==> src/rtl/mem_wb_pkg.sv <==
// Shared types for the MEM/WB pipeline register: slice record and depth limit.
// The record is sized for the widest legal datapath; unused upper bits stay zero.
package mem_wb_pkg;

    localparam int unsigned DEPTH_MAX  = 4;
    localparam int unsigned DATA_W_MAX = 64;
    localparam int unsigned ADDR_W_MAX = 8;

    typedef struct packed {
        logic                  valid;
        logic [DATA_W_MAX-1:0] data;
        logic                  regwrite;
        logic [ADDR_W_MAX-1:0] addr;
    } slice_t;

endpackage

==> src/rtl/wb_slice.sv <==
// One MEM/WB register slice with stall hold and flush invalidation.
module wb_slice
    import mem_wb_pkg::*;
(
    input  logic   clk2,
    input  logic   rst_n,
    input  logic   stall_i,
    input  logic   flush_i,
    input  slice_t slice_i,
    output slice_t slice_o
);

    slice_t slice_d, slice_q;

    // Flush only drops the valid bit; payload is left untouched so it stays stable.
    always_comb begin
        slice_d = slice_q;
        if (flush_i) begin
            slice_d.valid = 1'b0;
        end else if (!stall_i) begin
            slice_d = slice_i;
        end
    end

    always_ff @(posedge clk2 or negedge rst_n) begin
        if (!rst_n) begin
            slice_q <= '0;
        end else begin
            slice_q <= slice_d;
        end
    end

    assign slice_o = slice_q;

endmodule

==> src/rtl/mem_wb_stage.sv <==
// MEM/WB pipeline register of DEPTH slices with write-back select and forwarding.
// Forwarding compare logic is built only when MEM_WB_FWD_EN is defined.
module mem_wb_stage
    import mem_wb_pkg::*;
#(
    parameter int unsigned DATA_W = 8,
    parameter int unsigned ADDR_W = 3,
    parameter int unsigned DEPTH  = 1
) (
    input  logic              clk2,
    input  logic              rst_n,
    input  logic              in_valid,
    input  logic [DATA_W-1:0] alu_out,
    input  logic [DATA_W-1:0] mem_out,
    input  logic              MemToReg,
    input  logic              L3_Regwrite,
    input  logic [ADDR_W-1:0] L3_regwradd,
    input  logic              stall,
    input  logic              flush,
    input  logic [ADDR_W-1:0] src_a,
    input  logic [ADDR_W-1:0] src_b,
    output logic              out_valid,
    output logic [DATA_W-1:0] wb_data,
    output logic              RegWrite,
    output logic [ADDR_W-1:0] regwradd,
    output logic              fwd_a_hit,
    output logic              fwd_b_hit,
    output logic [DATA_W-1:0] fwd_a_data,
    output logic [DATA_W-1:0] fwd_b_data
);

    slice_t slice_in [DEPTH];
    slice_t slice_q  [DEPTH];
    logic [DEPTH-1:0] unused_slice;

    // Write-back data is muxed once at capture so only one copy is stored.
    always_comb begin
        slice_in[0]          = '0;
        slice_in[0].valid    = in_valid;
        slice_in[0].data     = DATA_W_MAX'(MemToReg ? mem_out : alu_out);
        slice_in[0].regwrite = L3_Regwrite;
        slice_in[0].addr     = ADDR_W_MAX'(L3_regwradd);
        for (int k = 1; k < int'(DEPTH); k++) begin
            slice_in[k] = slice_q[k-1];
        end
    end

    for (genvar k = 0; k < int'(DEPTH); k++) begin : gen_slice
        wb_slice u_slice (
            .clk2    (clk2),
            .rst_n   (rst_n),
            .stall_i (stall),
            .flush_i (flush),
            .slice_i (slice_in[k]),
            .slice_o (slice_q[k])
        );
        assign unused_slice[k] = ^slice_q[k];
    end

    assign out_valid = slice_q[DEPTH-1].valid;
    assign wb_data   = slice_q[DEPTH-1].data[DATA_W-1:0];
    assign RegWrite  = slice_q[DEPTH-1].valid & slice_q[DEPTH-1].regwrite;
    assign regwradd  = slice_q[DEPTH-1].addr[ADDR_W-1:0];

`ifdef MEM_WB_FWD_EN
    // Scan oldest to youngest so the youngest matching slice overrides.
    always_comb begin
        fwd_a_hit  = 1'b0;
        fwd_b_hit  = 1'b0;
        fwd_a_data = '0;
        fwd_b_data = '0;
        for (int k = int'(DEPTH) - 1; k >= 0; k--) begin
            if (slice_q[k].valid && slice_q[k].regwrite &&
                slice_q[k].addr[ADDR_W-1:0] == src_a) begin
                fwd_a_hit  = 1'b1;
                fwd_a_data = slice_q[k].data[DATA_W-1:0];
            end
            if (slice_q[k].valid && slice_q[k].regwrite &&
                slice_q[k].addr[ADDR_W-1:0] == src_b) begin
                fwd_b_hit  = 1'b1;
                fwd_b_data = slice_q[k].data[DATA_W-1:0];
            end
        end
    end
`else
    logic unused_src;
    assign unused_src = ^{src_a, src_b};
    assign fwd_a_hit  = 1'b0;
    assign fwd_b_hit  = 1'b0;
    assign fwd_a_data = '0;
    assign fwd_b_data = '0;
`endif

endmodule

==> config.mk <==
export PLATFORM = sky130hd
export DESIGN_NAME = mem_wb_stage
export DESIGN_NICKNAME = d
export VERILOG_FILES = /design/src/rtl/mem_wb_pkg.sv /design/src/rtl/wb_slice.sv /design/src/rtl/mem_wb_stage.sv
export SDC_FILE = /design/constraint.sdc
export NUM_CORES = 1
export LEC_CHECK = 0
export CAP_MARGIN = 40
export CORE_MARGIN = 8
export CORE_UTILIZATION = 36
export DETAILED_ROUTE_END_ITERATION = 8
export PLACE_DENSITY = 0.95
export REMOVE_ABC_BUFFERS = 1
export SETUP_SLACK_MARGIN = 0.5
export SYNTH_ARGS = -nofsm -noshare
export SYNTH_HDL_FRONTEND = slang
export SYNTH_SLANG_ARGS = --single-unit
==> constraint.sdc <==
create_clock -name clk2 -period 1.8 [get_ports clk2]
set_input_delay 0.27 -clock clk2 [delete_from_list [all_inputs] [get_ports clk2]]
set_output_delay 0.27 -clock clk2 [all_outputs]
set_load 0.01 [all_outputs]
==> impl_metrics.tcl, run 1 <==
set metrics [dict create \
    status "finished, final reports clean" \
    placed_cell_area_sq_mm 0.00108 \
    synthAdderAreaFrac_pct 0 \
    antenna_left 0 \
    synthSimpleGateAreaFrac_pct 2.28 \
    numCtsBuffers 3 \
    dieArea_sq_mm 0.00407 \
    drv_slew 0 \
    path_cells "dlygate4sd2_1" \
    max_cap_violations 0 \
    synth_seq_cells 13 \
    worstSetupPathType "reg -> out" \
    area_growth_pct 31.9 \
    clk_latency_ns 0.26 \
    required_ns 1.53 \
    io_buffers 38 \
    numClockSinks 13 \
    grt_pass1_vias 637 \
    max_freq_mhz 818 \
    fin_skew_ns 0 \
    grt_util_met2_pct 17.6 \
    rr_startpoint "gen_slice[0].u_slice.slice_o[0]" \
    cts_root_buf "clkbuf_4" \
    critPathLaunchType "flop" \
    dp_hpwl_um 1660 \
    grt_usage_pct 9.38 \
    start_util_pct 37.6 \
    rsz0062_at_grt "no" \
    drt_iter0_markers 3 \
    max-vdd-ir-drop_uv 357 \
    muxShareOfSynthArea_pct 17.3 \
    routed_wl_um 1950 \
    clockBufferDepth 2 \
    crit_arrival_ns 0.95 \
    antenna_found_initial 0 \
    rrSetupSlack_ns 1.04 \
    drtPass1Iterations 3 \
    rr_endpoint "gen_slice[0].u_slice.slice_o[0]" \
    pwr_density_cell_mw_per_mm2 686 \
    vias 588 \
    n_antenna_cell 0 \
    final_area_sq_mm 0.00109 \
    routed_via_density 4.29 \
    tns_ns 0 \
    cts_tree "built" \
    nets 142 \
    synth-xor-area-share_pct 0 \
    async_flop_share_pct 100 \
    cp_slowest_stage_delay_ns 0.40 \
    clk_pin_slew_ns 0.08 \
    netlist_instances 79 \
    cts_max_level 1 \
    reg2reg_depth 1 \
    synth_ff_type "dfrtp_1" \
    finalHoldViolations 0 \
    drive_gt1_share_pct 11.9 \
    critical_path.max_fanout 3 \
    use_met3_pct 5.05 \
    crit_slowest_cell "dfrtp_1" \
    core_sq_mm 0.00219 \
    power.leakage_nw 0.532 \
    hold_slack_ns 0.379 \
    cp_num_cells 1 \
    gr-total-overflow 0 \
    synth_top_area_cell "dfrtp_1" \
    rows 17 \
    worst_slew_pin_slew_ns 0.592 \
    finalSetupViolCount 0 \
    wl_per_cell_um 14.2 \
    yosys-top-cells-count "buf_4 (30), o21ai_0 (16), dfrtp_1 (13)" \
    fin_crit_ns 1.22 \
    synthTopCellsByArea "dfrtp_1 (40%), buf_4 (27%), mux2i_1 (11%)" \
    synth_area_sq_um 823 \
    yosys.area.top_type_share_pct 39.5 \
    path_buf_inv 1 \
    grt_pass1_wl_um 3160 \
    grt_max_degree 14 \
    synth-edff-count 0 \
    use_met1_pct 9.45 \
    path_delay_family "flip-flops" \
    grt-busiest-layer "met2" \
    ys_types 12 \
    utilization_pct 49.6 \
    die_w_um 63.8 \
    post_cts_buffers 0 \
    synth_top_family_by_area "buffers and inverters" \
    worst_hold_path_type "in -> async" \
    yosys_warnings 0 \
    pin_count 63 \
    cp-end-kind "primary output" \
    synth-compound-area-share_pct 9.73 \
    seq_area_frac_synth_pct 39.5 \
    die_y_um 63.8 \
    max_slew_margin_pct 60.4 \
    avgSynthCellArea_sq_um 10.4 \
    drc 0 \
    synth_most_common_cell "buf_4" \
    gp_congestion 0.706 \
    post-route-period-util_pct 67.9 \
    largest_register_ffs 13 \
]
==> worst max-delay path by stage <==
stage                                           startpoint                                to  slack, ns
final                     gen_slice[0].u_slice.slice_o[73]                         out_valid       0.58
after global routing      gen_slice[0].u_slice.slice_o[73]                         out_valid       0.54
after CTS                 gen_slice[0].u_slice.slice_o[73]                          RegWrite       0.42
after detailed placement                             flush  gen_slice[0].u_slice.slice_o[15]       0.34
after global placement                               flush   gen_slice[0].u_slice.slice_o[0]       0.39
after floorplan                                      flush   gen_slice[0].u_slice.slice_o[0]       0.83
==> metal layers <==
metal,wire length [um],vias to the layer above,share of wire (%)
met5,0,-,0
met4,0,0,0
met3,266,0,14
met2,976,35,50
met1,709,278,36
li1,-,275,-
==> cell type report <==
class	count	area, sq um
clock buffers	4	26.3
fillers	226	1100
multi-input cells	50	309
flip-flops and latches	13	325
well taps	28	35.0
repair buffers	42	390
==> through the flow <==
step                      cells  power (mW)  setup slack (ns)
after floorplan              63       0.440             0.834
after global placement      133       0.598             0.391
after detailed placement    133       0.607             0.342
after CTS                   137       0.757             0.422
after global routing        137       0.797             0.536
final                       137       0.745             0.577
==> cells in the final DEF, fill, tap and decap left out <==
cell / Yosys / final
o21ai_0: 16 / 16
clkbuf_1: 0 / 1
conb_1: 1 / 18
mux2i_1: 9 / 9
clkbuf_2: 1 / 1
and2_1: 1 / 1
dfrtp_1: 13 / 13
dlygate4sd2_1: 0 / 12
nor2_1: 1 / 1
mux2_4: 2 / 2
buf_4: 30 / 4
mux2_2: 2 / 2
clkbuf_4: 0 / 3
or2_4: 1 / 1
clkdlybuf4s50_1: 0 / 25
==> repair_timing <==
item / 4_1_cts / 5_1_grt
gates cloned: 0 / 0
hold buffers: 0 / 0
resized for setup: 13 / 2
setup endpoints to repair: 13 / 1
==> where the power goes <==
group | internal, mW | switching, mW | leakage (nW)
Clock | 0.0855 | 0.0894 | 0.0150
Sequential | 0.331 | 0.0183 | 0.159
Combinational | 0.122 | 0.0986 | 0.358
Total | 0.539 | 0.206 | 0.532
==> kinds of logic after synthesis <==
family          after synthesis
buf+inv                      33
compound gates               16
mux                          13
flops                        13
simple gates                  3
other cells                   1
Note: power is estimated with default switching activity, not from simulation.
==> run 2: changes to the inputs <==
CORE_UTILIZATION = 30   (was 36)
PLACE_DENSITY = 0.87   (was 0.95)
clock period = 1.1 ns   (was 1.8 ns; I/O delays follow)
==> run 2 against run 1 <==
Against the previous run: global-route usage down 0.58 points; combinational power up 120%; first-iteration DRC count rose to 8.0 times the previous value; via count up 6.3%; sequential power up 68%; cell count up 9.5%; critical endpoint is now RegWrite; sequential share of layout area down 3.1 points; register-to-register slack worse by 0.90 ns; worst hold slack worse by 0.18 ns; non-clock buffer count up 9; critical path type unchanged; the run now ends with negative setup slack left.
==> impl_metrics.tcl, run 2 (same netlist as run 1, synthesis figures left out) <==
set metrics [dict create \
    status "complete, but fails checks" \
    violations "negative setup slack" \
    max_cap_violations 0 \
    worst_hold_path_type "in -> async" \
    wl_per_cell_um 14.1 \
    pin_count 63 \
    multi_input_area_sq_um 338 \
    fin_crit_ns 1.10 \
    cts_max_level 1 \
    antenna_left 0 \
    path_delay_family "flip-flops" \
    power.leakage_nw 0.597 \
    worstSetupPathType "reg -> out" \
    tns_ns -0.000903 \
    gr-total-overflow 0 \
    n_fill_cell 255 \
    routed_wl_um 2120 \
    grt_max_degree 14 \
    numCtsBuffers 3 \
    gp_congestion 0.744 \
    max_freq_mhz 908 \
    largest_register_ffs 13 \
    crit_slowest_cell "dfrtp_1" \
    start_util_pct 30.6 \
    crit_arrival_ns 0.94 \
    required_ns 0.94 \
    antenna_found_initial 0 \
    finalSetupViolCount 1 \
    utilization_pct 45.1 \
    clk_pin_slew_ns 0.08 \
    setup_ws_ns -0.000903 \
    final_common_cell "clkdlybuf4s50_1" \
    path_buf_inv 1 \
    die_w_um 68.4 \
    numClockSinks 13 \
    cp-end-kind "primary output" \
    grt_pass1_vias 689 \
    cp_num_cells 2 \
    drv_slew 0 \
    reg2reg_depth 3 \
    core_sq_mm 0.00269 \
    nets 152 \
    n_antenna_cell 0 \
    final_area_sq_mm 0.00121 \
    pwr_density_cell_mw_per_mm2 1130 \
    layout_common_cells "clkdlybuf4s50_1 (22), conb_1 (18), buf_6 (16), dfrtp_1 (13), o21ai_1 (12)" \
    drc 0 \
    cp_slowest_stage_delay_ns 0.40 \
    drive_gt1_share_pct 35.3 \
    fin_skew_ns 0 \
    max-vdd-ir-drop_uv 586 \
    die_y_um 68.4 \
    dp_hpwl_um 1740 \
    vias 625 \
    clockBufferDepth 2 \
    drtPass1Iterations 3 \
    drt_iter0_markers 24 \
    critical_path.max_fanout 3 \
    seqCellArea_sq_um 325 \
    ctsHoldBuffers 0 \
    cts_root_buf "clkbuf_4" \
    routed_via_density 4.17 \
    critPathLaunchType "flop" \
    cts_tree "built" \
    area_growth_pct 47.3 \
    finalHoldViolations 0 \
    total_power_mw 1.37 \
    grt_usage_pct 8.80 \
    placed_cell_area_sq_mm 0.00110 \
    post-route-period-util_pct 100 \
    grt_pass1_wl_um 3140 \
    path_cells "and2_1 > buf_2" \
    rsz0062_at_grt "yes" \
    clk_latency_ns 0.26 \
    rows 19 \
    io_buffers 38 \
    dieArea_sq_mm 0.00468 \
]
[run 2: final cells by class]
class	instances	share of cell area [%]
repair buffers	51	39.9
multi-input cells	51	27.9
flip-flops and latches	13	26.8
clock buffers	4	2.17
well taps	31	3.20
[run 2: through the flow]
| step | worst slack, ns | instances | hold slack (ns) |
|---|---|---|---|
| after floorplan | 0.239 | 63 | -0.131 |
| after global placement | -0.219 | 138 | 0.488 |
| after detailed placement | -0.255 | 138 | 0.489 |
| after CTS | -0.00806 | 148 | 0.195 |
| after global routing | -0.0526 | 150 | 0.201 |
| final | -0.000903 | 150 | 0.199 |
[run 2: what timing repair did]
item | 4_1_cts | 5_1_grt
pin swaps | 3 | 0
setup buffers | 5 | 2
setup endpoints to repair | 26 | 26
cloned | 1 | 0
resized for setup | 89 | 12
[run 2: routing by layer]
metal	vias up	wire length (um)	track usage, %
met5	-	0	0
met4	0	0	2.30
met3	0	279	3.60
met2	30	1170	17.1
met1	296	671	8.20
li1	299	-	-
[run 2: final timing paths]
check,slack (ns),endpoint,start
max in group asynchronous,0.74,gen_slice[0].u_slice.slice_o[2],rst_n
setup / recovery,-0.0009,RegWrite,gen_slice[0].u_slice.slice_o[73]
hold / removal,0.20,gen_slice[0].u_slice.slice_o[9],rst_n
hold reg to reg,0.51,gen_slice[0].u_slice.slice_o[12],gen_slice[0].u_slice.slice_o[12]
setup reg to reg,0.14,gen_slice[0].u_slice.slice_o[8],gen_slice[0].u_slice.slice_o[8]
min in group clk2,0.25,gen_slice[0].u_slice.slice_o[11],stall
[run 2: report_power, final]
group	switching [mW]	internal [mW]	leakage (nW)
Clock	0.150	0.140	0.0150
Combinational	0.191	0.305	0.423
Sequential	0.0450	0.542	0.159
Total	0.386	0.988	0.597
==> run 3: changes to the inputs <==
--- a/config.mk
+++ b/config.mk
@@ -8,10 +8,11 @@
 export CAP_MARGIN = 40
 export CORE_MARGIN = 8
-export CORE_UTILIZATION = 30
+export CORE_UTILIZATION = 49
 export DETAILED_ROUTE_END_ITERATION = 8
-export PLACE_DENSITY = 0.87
+export PLACE_DENSITY = 0.9
 export REMOVE_ABC_BUFFERS = 1
 export SETUP_SLACK_MARGIN = 0.5
 export SYNTH_ARGS = -nofsm -noshare
 export SYNTH_HDL_FRONTEND = slang
+export SYNTH_HIERARCHICAL = 1
 export SYNTH_SLANG_ARGS = --single-unit
==> constraint.sdc (replaced) <==
create_clock -name clk2 -period 1.1 [get_ports clk2]
set_input_delay 0.11 -clock clk2 [delete_from_list [all_inputs] [get_ports clk2]]
set_output_delay 0.11 -clock clk2 [all_outputs]
set_load 0.01 [all_outputs]
==> run 3 against run 2 <==
Against the previous run: the run now ends clean; design area rose by 7.4%; core utilization is 31 points higher; via count is 8.2% lower; sequential share of layout area decreased by 1.9 points; critical path depth unchanged; cell count down 8.0%; worst hold slack worse by 0.065 ns; wire length up 2.7%; critical path type unchanged.
==> impl_metrics.tcl, run 3 <==
set metrics [dict create \
    crit_slowest_cell "dfrtp_1" \
    core_sq_mm 0.00171 \
    die_y_um 58.2 \
    synth_area_sq_um 871 \
    netlist_instances 60 \
    clk_latency_ns 0.26 \
    drv_slew 0 \
    drive_gt1_share_pct 49.6 \
    gr-total-overflow 0 \
    path_cells "and2_1 > buf_2" \
    cts_tree "built" \
    grt_pass1_vias 695 \
    vias 574 \
    fin_skew_ns 0 \
    power.leakage_nw 0.677 \
    total_power_mw 1.49 \
    avgSynthCellArea_sq_um 14.5 \
    numCtsBuffers 3 \
    start_util_pct 51.0 \
    layout_common_cells "mux2_4 (20), conb_1 (18), buf_6 (14), dfrtp_1 (13), clkdlybuf4s50_1 (13)" \
    yosys_warnings 6 \
    area_growth_pct 49.6 \
    fin_crit_ns 1.03 \
    cts_max_level 1 \
    worstSetupPathType "reg -> out" \
    pwr_density_cell_mw_per_mm2 1140 \
    cp-end-kind "primary output" \
    required_ns 0.99 \
    final_common_cell "mux2_4" \
    cp_slowest_stage_delay_ns 0.38 \
    max_cap_violations 0 \
    dieArea_sq_mm 0.00338 \
    rows 15 \
    pin_count 63 \
    die_w_um 58.2 \
    cts_root_buf "clkbuf_4" \
    largest_register_ffs 13 \
    finalHoldViolations 0 \
    final_cell_count_no_fill 138 \
    post-route-period-util_pct 94.1 \
    antenna_found_initial 0 \
    status "finished, final reports clean" \
    rsz0062_at_grt "yes" \
    wl_per_cell_um 15.8 \
    clockBufferDepth 2 \
    critPathLaunchType "flop" \
    drc 0 \
    antenna_left 0 \
    path_delay_family "flip-flops" \
    nets 146 \
    clk_pin_slew_ns 0.08 \
    grt_usage_pct 13.4 \
    critical_path.max_fanout 2 \
    numClockSinks 13 \
    grt_pass1_wl_um 3460 \
    io_buffers 38 \
    grt_max_degree 14 \
    path_buf_inv 1 \
    crit_arrival_ns 0.92 \
    worst_hold_path_type "in -> async" \
    finalSetupViolCount 0 \
    routed_via_density 4.16 \
    routed_wl_um 2180 \
    ctsHoldBuffers 0 \
    dp_hpwl_um 1600 \
    max_freq_mhz 966 \
    drt_iter0_markers 6 \
    dp.cells 122 \
    max-vdd-ir-drop_uv 649 \
    gp_congestion 0.655 \
    drtPass1Iterations 2 \
    n_antenna_cell 0 \
]
-- run 3: path summary, 6_finish.rpt --
path,from,to,slack [ns],depth (start not counted)
worst max-delay path,gen_slice[0].u_slice/slice_o[8],RegWrite,0.07,2
worst min-delay path,rst_n,gen_slice[0].u_slice/slice_o[11],0.13,2
worst max register to register,gen_slice[0].u_slice/slice_o[8],gen_slice[0].u_slice/slice_o[8],0.12,3
worst min register to register,gen_slice[0].u_slice/slice_o[2],gen_slice[0].u_slice/slice_o[2],0.51,1
max in group asynchronous,rst_n,gen_slice[0].u_slice/slice_o[73],0.81,2
min in group clk2,flush,gen_slice[0].u_slice/slice_o[73],0.20,2
-- run 3: power breakdown --
part | internal [mW] | leakage (nW) | switching [mW] | total (mW)
registers | 0.553 | 0.154 | 0.0538 | 0.607
logic | 0.398 | 0.508 | 0.203 | 0.601
clock network | 0.140 | 0.0150 | 0.140 | 0.281
-- run 3: area by class of cell --
cell class	instances	area, sq um
flip-flops and latches	13	325
repair buffers	54	512
clock buffers	4	26.3
multi-input cells	42	408
well taps	25	31.3
fillers	118	405
-- run 3: what timing repair did --
item	4_1_cts	5_1_grt
pin swaps	2	0
gates resized for setup	74	11
endpoints found under the setup margin	26	26
buffers inserted	11	1
-- run 3: metal layers --
| layer | wire length (um) | track usage (%) | share of wire [%] | up-vias |
|---|---|---|---|---|
| met1 | 833 | 13.9 | 38 | 271 |
| li1 | - | - | - | 265 |
| met5 | 0 | 0 | 0 | - |
| met4 | 35 | 7.34 | 1.6 | 0 |
| met3 | 195 | 3.97 | 9.0 | 2 |
| met2 | 1110 | 23.6 | 51 | 36 |
-- run 3: per-stage QoR --
| step | TNS (ns) | instance area, sq um | hold WS (ns) | util (%) | setup WS [ns] |
|---|---|---|---|---|---|
| after floorplan | 0 | 733 | -0.186 | - | 0.321 |
| after CTS | 0 | 1240 | 0.135 | 72.8 | 0.0619 |
| after global placement | -3.68 | 1170 | 0.425 | 68.8 | -0.317 |
| after detailed placement | -4.00 | 1170 | 0.433 | 68.8 | -0.344 |
| after global routing | 0 | 1300 | 0.164 | 76.3 | 0.0170 |
| final | 0 | 1300 | 0.134 | 76.3 | 0.0651 |
